<file path="config.mk">
export PLATFORM = sky130hd
export DESIGN_NAME = writeback_stage
export DESIGN_NICKNAME = d
export VERILOG_FILES = /design/src/rtl/writeback_stage.sv
export SDC_FILE = /design/constraint.sdc
export NUM_CORES = 1
export LEC_CHECK = 0
export ABC_AREA = 1
export BUFFER_PORTS_ARGS = -buffer_cell sky130_fd_sc_hd__buf_2
export CAP_MARGIN = 15
export CELL_PAD_IN_SITES_DETAIL_PLACEMENT = 1
export CELL_PAD_IN_SITES_GLOBAL_PLACEMENT = 1
export CORE_UTILIZATION = 49
export DETAILED_ROUTE_END_ITERATION = 8
export GPL_TIMING_DRIVEN = 0
export PLACE_DENSITY = 0.91
export SYNTH_ARGS = -nofsm -noshare
export SYNTH_HDL_FRONTEND = slang
export SYNTH_SLANG_ARGS = --single-unit
</file>
<file path="constraint.sdc">
create_clock -name clk -period 15.9 [get_ports clk]
set_input_delay 2.385 -clock clk [delete_from_list [all_inputs] [get_ports clk]]
set_output_delay 2.385 -clock clk [all_outputs]
set_load 0.05 [all_outputs]
</file>
<file path="src/rtl/writeback_stage.sv">
// writeback_stage: Euler writeback pass x[row] += (h * sum(products)) >>> FRAC_BITS per row.
// Ports: clk, rst (async, active-high); start + base_addr/row_count/step_h begin a pass;
// prod_valid/prod_last/prod_data/prod_ready stream product terms; mem_addr/mem_rd_en/mem_rdata/
// mem_wr_en/mem_wdata access the state vector; row_done and final_done pulse on progress.
// Macro WRITEBACK_SAT_EN selects saturating arithmetic; otherwise results wrap.
module writeback_stage #(
  parameter int ADD_SIZE  = 16,
  parameter int DATA_SIZE = 16,
  parameter int FRAC_BITS = 8
) (
  input  logic                 clk,
  input  logic                 rst,
  input  logic                 start,
  input  logic [ADD_SIZE-1:0]  base_addr,
  input  logic [ADD_SIZE-1:0]  row_count,
  input  logic [DATA_SIZE-1:0] step_h,
  input  logic                 prod_valid,
  input  logic                 prod_last,
  input  logic [DATA_SIZE-1:0] prod_data,
  output logic                 prod_ready,
  output logic [ADD_SIZE-1:0]  mem_addr,
  output logic                 mem_rd_en,
  input  logic [DATA_SIZE-1:0] mem_rdata,
  output logic                 mem_wr_en,
  output logic [DATA_SIZE-1:0] mem_wdata,
  output logic                 row_done,
  output logic                 final_done
);
  localparam int W = 2 * DATA_SIZE + 1;
  typedef enum logic [2:0] {IDLE, ACC, RD, CALC, WR, DONE} state_t;
  state_t state, nxt;
  logic [ADD_SIZE-1:0] base, rows, row;
  logic signed [DATA_SIZE-1:0] h, acc, x_new, acc_sum, x_calc;
  logic signed [W-1:0] prod;
  logic take;
  function automatic logic signed [W-1:0] ext(input logic signed [DATA_SIZE-1:0] v);
    return {{(DATA_SIZE + 1){v[DATA_SIZE-1]}}, v};
  endfunction
  // Reduce a wide signed intermediate to DATA_SIZE bits.
  function automatic logic signed [DATA_SIZE-1:0] fit(input logic signed [W-1:0] v);
`ifdef WRITEBACK_SAT_EN
    logic signed [W-1:0] maxv, minv;
    maxv = {{(DATA_SIZE + 2){1'b0}}, {(DATA_SIZE - 1){1'b1}}};
    minv = {{(DATA_SIZE + 2){1'b1}}, {(DATA_SIZE - 1){1'b0}}};
    return v > maxv ? maxv[DATA_SIZE-1:0] : v < minv ? minv[DATA_SIZE-1:0] : v[DATA_SIZE-1:0];
`else
    return v[DATA_SIZE-1:0];
`endif
  endfunction
  assign take       = prod_valid && prod_ready;
  assign prod       = ext(h) * ext(acc);
  assign acc_sum    = fit(ext(acc) + ext(prod_data));
  assign x_calc     = fit(ext(mem_rdata) + ext(fit(prod >>> FRAC_BITS)));
  // Outputs decode the state alone, so an async reset zeroes them at once.
  assign prod_ready = state == ACC;
  assign mem_rd_en  = state == RD;
  assign mem_wr_en  = state == WR;
  assign row_done   = state == WR;
  assign final_done = state == DONE;
  assign mem_addr   = (state == RD || state == WR) ? base + row : '0;
  assign mem_wdata  = state == WR ? x_new : '0;
  always_comb begin
    nxt = state;
    unique case (state)
      IDLE:    nxt = start ? (row_count == '0 ? DONE : ACC) : IDLE;
      ACC:     nxt = (take && prod_last) ? RD : ACC;
      RD:      nxt = CALC;
      CALC:    nxt = WR;
      WR:      nxt = row == rows - ADD_SIZE'(1) ? DONE : ACC;
      default: nxt = IDLE;
    endcase
  end
  always_ff @(posedge clk or posedge rst) begin
    if (rst) begin
      state <= IDLE;
      base  <= '0;
      rows  <= '0;
      row   <= '0;
      h     <= '0;
      acc   <= '0;
      x_new <= '0;
    end else begin
      state <= nxt;
      unique case (state)
        IDLE: if (start) begin
          base <= base_addr;
          rows <= row_count;
          h    <= step_h;
          acc  <= '0;
          row  <= '0;
        end
        ACC:  if (take) acc <= acc_sum;
        CALC: x_new <= x_calc;
        WR: begin
          acc <= '0;
          row <= row + ADD_SIZE'(1);
        end
        default: ;
      endcase
    end
  end
endmodule

</file>
### Yosys cells after proc, flatten, opt, wreduce, memory -nomap -nowiden

Index checks and enable logic that the tools add are counted.

| word-level totals | value |
|---|---|
| memories | 0 |
| ROM bits | 0 |
| latch bits | 0 |
| output and inout bits | 37 |
| memory bits (writable) | 0 |
| bits in registers | 99 |

| cells by class | value |
|---|---|
| reduce and logical (&&, ||, !) cells | 10 |
| equality and inequality tests | 8 |
| shift operators | 0 |
| div/mod/pow operators | 0 |
| multiplexer cells | 11 |
| $mul | 1 |
| add/sub/neg operators | 5 |
| order comparisons | 0 |
| bitwise operators | 0 |

Operators by type and width:

| kind | number |
|---|---|
| 16-bit 2-to-1 mux | 4 |
| 16-bit adder | 3 |
| 16-bit case mux with 3 select lines | 1 |
| 16-bit case mux with 2 select lines | 1 |
| 16-bit by 16-bit multiplier with 24-bit output | 1 |
| 16-bit by 1-bit adder with 16-bit output (second input constant) | 1 |
| 16-bit == test | 1 |
| 16-bit zero test | 1 |
| 16-bit by 1-bit subtractor with 16-bit output (second input constant) | 1 |
| 3-bit case mux with 5 select lines | 1 |
| 3-bit 2-to-1 mux | 3 |
| 3-bit by 2-bit == test with 1-bit output (second input constant) | 2 |
| 3-bit == test (second input constant) | 2 |
| 2-bit AND reduction | 2 |
| 3-bit by 1-bit == test with 1-bit output (second input constant) | 1 |
| 3-bit zero test | 1 |
| 3-bit AND reduction | 1 |
| 3-bit nonzero test | 1 |
| 1-bit logical AND | 2 |
| 2-bit 2-to-1 mux | 1 |
| 2-bit by 1-bit inequality test with 1-bit output (second input constant) | 1 |
| 2-bit inequality test (second input constant) | 1 |
| 2-bit nonzero test | 1 |
| 1-bit logical OR | 1 |

### Logic depth before layout (Yosys ltp)

Gate-level depths: netlist (run 1).

| depth | value |
|---|---|
| depth in word-level cells | 5 |
| gate-level depth with buffers | 39 |
| depth with buffers taken out | 37 |

### Worst setup path after synthesis (run 1)

OpenSTA, ideal clock, no wires.

| path | value |
|---|---|
| path kind | reg-to-reg |
| start | register h[7] |
| end | register x_new[15] |
| library setup time | 0.118 ns |
| path slack | 9.299 ns |
| arrival | 6.483 ns |
| path buffers | 2 |
| stages on the path, launching flop included | 35 |
| cell sequence | dfrtp_1 -> clkbuf_1 -> clkbuf_1 -> nand2_1 -> fa_1 -> inv_1 -> fa_1 -> inv_1 -> fa_1 -> inv_1 -> fa_1 -> fa_1 -> inv_1 -> fa_1 -> inv_1 -> ha_1 -> a21oi_1 -> o21ai_0 -> a21oi_1 -> inv_1 -> a21oi_1 -> o21bai_1 -> nand2_1 -> nand2_1 -> xor2_1 -> ha_1 -> nand2_1 -> nor2_1 -> nand3_1 -> o2111ai_1 -> nand3_1 -> o21bai_1 -> nand3_1 -> nand3_1 -> nand2_1 |

| between the ends | value |
|---|---|
| word-level cells in the longest chain between the ends | 2 |

RTL lines:

| element | RTL line | RTL |
|---|---|---|
| start, declared | 33 | `logic signed [DATA_SIZE-1:0] h, acc, x_new, acc_sum, x_calc;` |
| start signal, assigned | 88 | `h <= step_h;` |
| 16-bit by 16-bit multiplier with 24-bit output | 51 | `assign prod = ext(h) * ext(acc);` |
| 16-bit adder | 53 | `assign x_calc = fit(ext(mem_rdata) + ext(fit(prod >>> FRAC_BITS)));` |
| end signal, assigned | 93 | `CALC: x_new <= x_calc;` |
| end, declared | 33 |  |

No other way between the ends.
A chain may end at the register's enable or synchronous reset.

### Worst setup path after layout (run 1)

| path | value |
|---|---|
| start | register acc[2] |
| end | register x_new[15] |

| between the ends | value |
|---|---|
| word-level cells in the longest chain between the ends | 2 |

RTL lines:

| element | RTL line | RTL |
|---|---|---|
| start, declared | 33 |  |
| start signal, assigned | 92 | `ACC: if (take) acc <= acc_sum;` |
| 16-bit by 16-bit multiplier with 24-bit output | 51 |  |
| 16-bit adder | 53 |  |

No other way between the ends.

==> run summary, run 1 <==
Worst-Margin Slew: 0.977 ns
I/O pins: 122
HP Start: x_new[8]
post-synthesis cell area: 14700 sq um
critical path startpoint category: register
global-route wire length before repair: 79300 um
met2 Track Usage GR: 59.3%
cell count after synthesis: 2020
Final min period: 8.12 ns
Maximum Capacitance Violations: 0
Area Growth Syn to Fin: 9.55%
Worst-Skew Late Latency: 0.37 ns
Final Skew: 0.00933 ns
met3 usage: 5.67%
FMAX: 123 MHz
Top delay family on crit path: adder cells
number of flops mapped to enable cells by yosys: 0
Yosys cell types: 48
Reg clk slew, reported paths: 0.07 ns
core area: 29600 sq um
total grt overflow: 0
drt wl/cell: 19.2 um
nets: 2545
Crit-path slowest cell: clkbuf_1
run status: complete, but fails checks
cts hold-fix bufs: 0
max-slew violations: 0
antenna violations before repair: 0
DP HPWL: 40400 um
postcts setup bufs: 0
Initial Util: 49.7%
largest net degree at the start of global routing: 60
Synth async-reset ratio: 100%
met1 GRT Util: 38.9%
Num CTS Buffers: 9
max incr delay on CP: 0.59 ns
Bufs on Longest Clock Path: 2
Synth Net Count: 2412
Via Count: 13800
CTS tree: yes
CP Data Arrival Time: 8.37 ns
Top Usage Layer GRT: met2
row count: 63
I/O Buffers: 121
Global Route Usage Sum: 33.4%
Buffers & Inverters on Critical Path: 6
crit path kind: register to register
Die W: 175 um
Yosys reg bits: 99
Rel. slew slack: 34.8%
DRC marker count from the first detailed-route iteration: 880
DRT Wirelength: 49000 um
# DRC: 4
unrepaired setup endpoints after global routing: false
# setup viols final: 0
min-delay worst type: register to register
layout cells sized above 1: 7.92%
Die Height: 175 um
worst r2r src: acc[2]
CP dominant cell by count: fa_1
die area: 30800 sq um
top_reg_cell synth: dfrtp_1
Root Buffer: clkbuf_16
Sink Count: 99
yosys warns: 0
failing checks: DRC
first drt pass iteration count: 6
register area share after synthesis: 16.8%
vias in the first global route: 15500
worst setup path start: acc[2]
WP data required: 16.15 ns
Antenna Violating Nets Remaining: 0
Placer Congestion: 0.936
syn_area_per_cell: 7.29 sq um
routed vias/inst: 5.42
final hold violation count: 0
H-tree depth: 3
Worst Path Max Fanout: 10
CTS resizes: 0
Post-Route Setup TNS: 0 ns
Final period util: 51.1%
critical path endpoint category: register
-- stage by stage --
stage	util, %	area (sq um)	hold slack [ns]	std cells	setup WS (ns)
3_5_place_dp	53.5	15900	0.472	2532	7.83
4_1_cts	54.4	16100	0.489	2548	7.78
2_1_floorplan	-	14700	0.448	2020	9.30
5_1_grt	54.4	16100	0.511	2548	7.29
6_report	54.4	16100	0.484	2549	7.78
3_3_place_gp	53.4	15800	0.463	2531	8.10
-- path summary, 6_finish.rpt --
| check | end | slack [ns] | cells after the start |
|---|---|---|---|
| setup / recovery | x_new[15] | 7.78 | 32 |
| max in group asynchronous | h[14] | 13.13 | 3 |
| min in group asynchronous | state[0] | 2.07 | 2 |
| hold reg to reg | x_new[8] | 0.48 | 2 |
| hold / removal | x_new[8] | 0.48 | 2 |
| setup reg to reg | x_new[15] | 7.78 | 32 |
-- worst register-to-register path: cells and delay by family (launching register included) --
family	cells	cell delay (ns)
AO/OA/AOI/OAI	7	1.20
XOR/XNOR	1	0.14
AND/OR/NAND/NOR	10	1.14
flip-flops	1	0.37
adder cells (fa/ha/maj)	8	3.78
buffers and inverters	6	1.36
-- synth_stat cells, types with 5 or more instances --
cell type / n / area (sq um)
a21o_1: 9 / 67.6
inv_2: 6 / 22.5
nor3_1: 10 / 50.1
xnor2_1: 19 / 166
a21oi_1: 90 / 450
nor2_1: 100 / 375
buf_2: 6 / 30.0
inv_1: 484 / 1820
nand2_1: 560 / 2100
nor4_1: 8 / 50.1
ha_1: 118 / 1480
buf_1: 5 / 18.8
o21bai_1: 5 / 37.5
nand3_1: 57 / 285
o22ai_1: 6 / 37.5
xor2_1: 42 / 368
fa_1: 189 / 3780
dfrtp_1: 99 / 2480
nand4_1: 13 / 81.3
o21ai_0: 88 / 440
clkbuf_1: 56 / 210
-- cell type report --
| class | instances | area, sq um |
|---|---|---|
| Tap cell | 390 | 488 |
| Timing Repair Buffer | 122 | 633 |
| Antenna cell | 1 | 2.50 |
| Fill cell | 3953 | 13500 |
| Sequential cell | 99 | 2480 |
| Clock inverter | 5 | 37.5 |
| Clock buffer | 11 | 243 |
| Multi-Input combinational cell | 1358 | 10100 |
| Inverter | 492 | 1850 |
| Buffer | 71 | 282 |
-- kinds of logic (layout without fill, tap and decap cells) --
family / count (synthesis) / after routing / synth area share [%]
simple gates: 769 / 769 / 21.2
buf+inv: 563 / 701 / 14.5
fa+ha+maj: 307 / 307 / 35.7
compound gates: 221 / 221 / 8.21
flops: 99 / 99 / 16.8
xor+xnor: 61 / 61 / 3.63
other cells: 0 / 1 / 0
-- cells in the final DEF, fill, tap and decap left out, types with 3 or more instances in the layout --
cell and n:
nand2_1 560, inv_1 483, fa_1 189, buf_2 127
ha_1 118, nor2_1 100, dfrtp_1 99, a21oi_1 90
o21ai_0 88, clkbuf_1 57, nand3_1 57, xor2_1 42
xnor2_1 19, nand4_1 13, nor3_1 10, a21o_1 9
clkbuf_16 9, nor4_1 8, inv_2 6, o22ai_1 6
buf_1 5, o21bai_1 5, o31ai_1 4, o21ai_1 4
or2_2 4, nor2_4 3, clkbuf_2 3, nor3_2 3
-- sequential cells by signal, summed over array words and instances (netlist names) --
signal and count:
base 16, row 16, rows 16, x_new 16, acc 16, state 3
h 16
-- per-layer routing --
metal	part of all wire [%]	vias up
met3	5.2	162
met2	50	459
met1	40	6897
met5	0	-
met4	4.9	0
li1	-	6298
Power of run 1 is not shown: default switching activity piles up to over one toggle a cycle in this logic, so the estimate is an artifact.
==> run 2: changes to the inputs <==
Settings changed: ABC_AREA 1 to 0, CORE_UTILIZATION 49 to 48, PLACE_DENSITY 0.91 to 0.87.
Clock period 15.9 ns to 7.7 ns, I/O delays scaled along.
==> run 2 against run 1 <==
Effect of this change:
- via count down 7.7%
- flip-flop and latch count stayed put
- sequential share of layout area grew 0.43 points
- routed wire length rose by 1.0%
- global-route usage fell by 3.0 points
- worst hold slack worse by 0.0098 ns
- the run now ends clean
- area after synthesis down 4.2%
- cell count fell by 14%
- cell area decreased by 1.9%
- maximum frequency rose by 6.4%
- register-to-register slack lost 7.7 ns
==> run summary, run 2 <==
run status: completed
layout cells sized above 1: 12.5% (+4.6 points)
post-synthesis cell area: 14100 sq um (-4.2%)
Root Buffer: clkbuf_16
Antenna Violating Nets Remaining: 0 (unchanged)
CP dominant cell by count: fa_1
min-delay worst type: register to register
critical path startpoint category: register
total grt overflow: 0 (unchanged)
DRT Wirelength: 49500 um (+1.0%)
Final Util: 55.0% (+0.58 points)
largest cells by area after synthesis: fa_1 (27%), dfrtp_1 (18%), ha_1 (10%)
drt wl/cell: 22.6 um (+18%)
Placer Congestion: 0.911 (-2.7%)
Post-Route Setup TNS: 0 ns (unchanged)
Yosys reg bits: 99 (unchanged)
number of flops mapped to enable cells by yosys: 0 (unchanged)
Final min period: 7.63 ns (-0.487 ns)
CTS tree: yes
FMAX: 131 MHz (+6.4%)
yosys warns: 0 (unchanged)
WHS: 0.474 ns (-0.00983 ns)
core area: 28800 sq um (-2.9%)
Filler Cell Count: 3460 (-12%)
Die Height: 173 um (-1.1%)
crit path kind: register to register
Initial Util: 49.0% (-0.67 points)
# DRC: 0 (-4)
Num CTS Buffers: 9 (unchanged)
Final Skew: 0.0125 ns (+0.00313 ns)
Synth Net Count: 2042 (-15%)
Crit-path slowest cell: fa_1
nets: 2192 (-14%)
CP Data Arrival Time: 7.90 ns (-0.47 ns)
Worst-Skew Late Latency: 0.38 ns (about the same)
Via Count: 12800 (-7.7%)
most frequent cells in the layout: nand2_1 (316), inv_1 (257), fa_1 (188)
top_reg_cell synth: dfrtp_1
I/O pins: 122 (unchanged)
cell count after synthesis: 1650 (-18%)
WP data required: 7.97 ns (-8.18 ns)
# setup viols final: 0 (unchanged)
Final period util: 99.1% (+48 points)
register area share after synthesis: 17.6% (+0.74 points)
most instantiated library cell after synthesis: nand2_1
Worst-Margin Slew: 0.839 ns (-0.139 ns)
first drt pass iteration count: 6 (unchanged)
I/O Buffers: 121 (unchanged)
DRC marker count from the first detailed-route iteration: 932 (+5.9%)
largest net degree at the start of global routing: 70 (+17%)
leading area contributor after synthesis: fa_1
Die W: 173 um (-1.1%)
vias in the first global route: 13600 (-12%)
routed vias/inst: 5.82 (+7.4%)
Multi-input gate area: 10500 sq um (+3.5%)
Reg clk slew, reported paths: 0.08 ns (about the same)
Worst Path Max Fanout: 10 (unchanged)
top cell type's share of synthesized area: 26.8% (+1.1 points)
cts hold-fix bufs: 0 (unchanged)
Maximum Capacitance Violations: 0 (unchanged)
Rel. slew slack: 44.1% (+9.2 points)
die area: 30100 sq um (-2.2%)
Sink Count: 99 (unchanged)
Global Route Usage Sum: 30.5% (-3.0 points)
Post-synth top cells: nand2_1 (316), inv_1 (258), fa_1 (189), and2_1 (125), ha_1 (118)
critical path endpoint category: register
FF+latch area: 2500 sq um (+0.91%)
max-slew violations: 0 (unchanged)
Yosys cell types: 68 (+42%)
global-route wire length before repair: 71000 um (-10%)
Inst Count DP: 2157 (-15%)
commonest non-fill, non-tap cell in the layout: nand2_1
DP HPWL: 35600 um (-12%)
Bufs on Longest Clock Path: 2 (unchanged)
row count: 62 (-1.6%)
Synth async-reset ratio: 100% (unchanged)
max incr delay on CP: 0.62 ns (+0.03 ns)
Area Growth Syn to Fin: 12.2%
H-tree depth: 3 (unchanged)
syn_area_per_cell: 8.55 sq um (+17%)
non-filler cells in the finished layout: 2190 (-14%)
antenna violations before repair: 1 (+1)
final hold violation count: 0 (unchanged)
run 2: final timing paths:
check / startpoint / to / slack (ns) / cells past startpoint
max in group asynchronous: rst / h[3] / 6.13 / 3
worst min register to register: x_new[15] / x_new[15] / 0.47 / 2
worst min-delay path: x_new[15] / x_new[15] / 0.47 / 2
worst max register to register: h[7] / x_new[15] / 0.07 / 29
worst max-delay path: h[7] / x_new[15] / 0.07 / 29
min in group asynchronous: rst / x_new[6] / 0.80 / 2
run 2: cells by family after synthesis:
group,synth area share (%)
adders and majority gates,37.3
AOI/OAI and AO/OA,9.26
muxes,0.532
buffers and inverters,8.55
DFF,17.6
xor gates and xnor gates,5.69
and+or+nand+nor,21.1
run 2: what timing repair did:
| action | 4_1_cts | 5_1_grt |
|---|---|---|
| endpoints found under the setup margin | 5 | 5 |
| hold endpoints to repair | 0 | 0 |
| resized for setup | 27 | 79 |
| setup buffers | 0 | 16 |
| pin swaps | 0 | 2 |
run 2: critical path, delay by kind of cell, from the launching register on:
kind | cells | cell delay [ns]
flip-flops | 1 | 0.51
AND/OR/NAND/NOR | 4 | 0.50
AO/OA/AOI/OAI | 12 | 2.20
adder cells (fa/ha/maj) | 8 | 3.72
XOR/XNOR | 1 | 0.15
buffers and inverters | 4 | 0.42
run 2: stage by stage:
stage                     worst slack [ns]  area [sq um]
after floorplan                      0.831         14100
after global placement              -0.120         15200
after detailed placement            -0.289         15200
after CTS                          0.00520         15600
after global routing                -0.292         15800
final                               0.0684         15800
run 2: area by class of cell:
| cell class | count | share of cell area (%) |
|---|---|---|
| antenna | 1 | 0.0158 |
| buffer | 61 | 2.05 |
| clock buffer | 11 | 1.53 |
| clock inverter | 5 | 0.450 |
| inverter | 259 | 6.16 |
| multi-input combinational | 1231 | 66.2 |
| sequential | 99 | 15.8 |
| tap | 384 | 3.03 |
| timing repair buffer | 139 | 4.80 |
run 2: metal layers:
layer | routed length (um) | GRT usage, % | vias up
met5 | 0 | 0 | -
met2 | 24200 | 52.1 | 645
met1 | 18900 | 36.4 | 6398
met4 | 2730 | 15.4 | 0
li1 | - | - | 5495
met3 | 3750 | 6.10 | 214
Power of run 2 is left out for the same reason.
==> run 3: changes to the inputs <==
Clock period 7.7 ns to 7.3 ns, I/O delays scaled along.
==> run 3 against run 2 <==
Effect of this change:
- the run now ends with setup timing left
- die area unchanged
- routed wire length increased by 11%
- worst setup slack worse by 0.44 ns
- clock skew about the same
- utilization rose by 1.3 points
- first-iteration DRC count up 35%
- highest routed layer unchanged
==> run summary, run 3 (synthesis results as in run 2) <==
run status: complete, but fails checks
failing checks: setup timing
total grt overflow: 0 (unchanged)
Final min period: 7.67 ns (+0.0405 ns)
Crit-path slowest cell: fa_1
most frequent cells in the layout: nand2_1 (316), inv_1 (255), fa_1 (184)
routed vias/inst: 6.02 (+3.4%)
drt wl/cell: 24.9 um (+10%)
DRT Wirelength: 55000 um (+11%)
critical path startpoint category: register
Worst-Margin Slew: 0.857 ns (+0.0184 ns)
WP data required: 7.58 ns (-0.39 ns)
global-route wire length before repair: 75900 um (+7.0%)
I/O pins: 122 (unchanged)
final hold violation count: 0 (unchanged)
die area: 30100 sq um (unchanged)
core area: 28800 sq um (unchanged)
Initial Util: 49.0% (unchanged)
Inst Count DP: 2157 (unchanged)
# DRC: 0 (unchanged)
Placer Congestion: 0.911 (unchanged)
Maximum Capacitance Violations: 0 (unchanged)
Worst Path Max Fanout: 10 (unchanged)
CP dominant cell by count: fa_1
Root Buffer: clkbuf_16
Die W: 173 um (unchanged)
setup slack, reg-to-reg: -0.37 ns (-0.44 ns)
critical path endpoint category: register
Final period util: 105% (+6.0 points)
Antenna Violating Nets Remaining: 0 (unchanged)
antenna violations before repair: 1 (unchanged)
I/O Buffers: 121 (unchanged)
layout cells sized above 1: 15.1% (+2.6 points)
vias in the first global route: 14100 (+4.0%)
crit path kind: register to register
CP Data Arrival Time: 7.95 ns (+0.05 ns)
Die Height: 173 um (unchanged)
Final Skew: 0.0127 ns (+0.000206 ns)
FMAX: 130 MHz (-0.53%)
DP HPWL: 35600 um (unchanged)
Via Count: 13300 (+4.3%)
Top delay family on crit path: adder cells
DRC marker count from the first detailed-route iteration: 1262 (+35%)
first drt pass iteration count: 5 (-1)
H-tree depth: 3 (unchanged)
# setup viols final: 5 (+5)
Global Route Usage Sum: 32.8% (+2.3 points)
row count: 62 (unchanged)
commonest non-fill, non-tap cell in the layout: nand2_1
non-filler cells in the finished layout: 2209 (+0.87%)
Rel. slew slack: 42.9% (-1.2 points)
Num CTS Buffers: 9 (unchanged)
unrepaired setup endpoints after global routing: true
largest net degree at the start of global routing: 70 (unchanged)
Area Growth Syn to Fin: 14.8%
min-delay worst type: register to register
Bufs on Longest Clock Path: 2 (unchanged)
nets: 2211 (+0.87%)
WHS: 0.489 ns (+0.0151 ns)
CTS tree: yes
Worst-Skew Late Latency: 0.38 ns (about the same)
max-slew violations: 0 (unchanged)
setup ws final: -0.372 ns (-0.440 ns)
max incr delay on CP: 0.56 ns (-0.06 ns)
Reg clk slew, reported paths: 0.08 ns (about the same)
Buffers & Inverters on Critical Path: 4 (unchanged)
Sink Count: 99 (unchanged)
cts hold-fix bufs: 0 (unchanged)
## run 3: cell count changes in the layout (fill, tap and decap cells not counted), sizes merged
| cell | change |
|---|---|
| buf | +21 |
| clkbuf | -2 |
## run 3: final cells by class
class                           count  area, sq um
Inverter                          259          975
Timing Repair Buffer              164          960
Clock inverter                      5         71.3
Sequential cell                    99         2500
Fill cell                        3431        12600
Multi-Input combinational cell   1231        10600
Buffer                             55          349
Antenna cell                        1         2.50
Tap cell                          384          480
Clock buffer                       11          243
## run 3: final timing paths
| path | start | endpoint | cells past startpoint |
|---|---|---|---|
| min | x_new[9] | x_new[9] | 2 |
| min reg2reg | x_new[9] | x_new[9] | 2 |
| min in group asynchronous | rst | x_new[2] | 2 |
| max | h[11] | x_new[15] | 27 |
| max in group asynchronous | rst | acc[1] | 3 |
| max reg2reg | h[11] | x_new[15] | 27 |
## run 3: metrics by stage
step                worst slack [ns]  instance area [sq um]  util (%)  setup TNS [ns]
global placement              -0.520                  15200      52.8           -1.36
CTS                          0.00254                  15900      55.2               0
floorplan                      0.431                  14100         -               0
finish                        -0.372                  16200      56.3          -0.893
detailed placement            -0.689                  15200      52.9           -2.51
global route                  -0.556                  16200      56.3           -2.16
## run 3: repair_timing
action	4_1_cts	5_1_grt
pin swaps	6	26
setup buffers	19	22
gates cloned	0	0
gates resized for setup	81	51
endpoints found under the setup margin	10	7
## run 3: worst min-delay path, cell delays in order (launching register included)
cell and delay [ns]:
dfrtp_1 0.35, nand2_1 0.05, o21ai_0 0.06
## run 3: metal layers
metal	vias to the layer above	share of wire [%]	GRT usage (%)	wire length [um]
met4	0	7.3	19.5	4030
li1	5529	-	-	-
met5	-	0	0	0
met2	841	47	56.1	25900
met3	314	9.0	6.16	4940
met1	6618	37	38.4	20200
Power of run 3 is left out for the same reason.
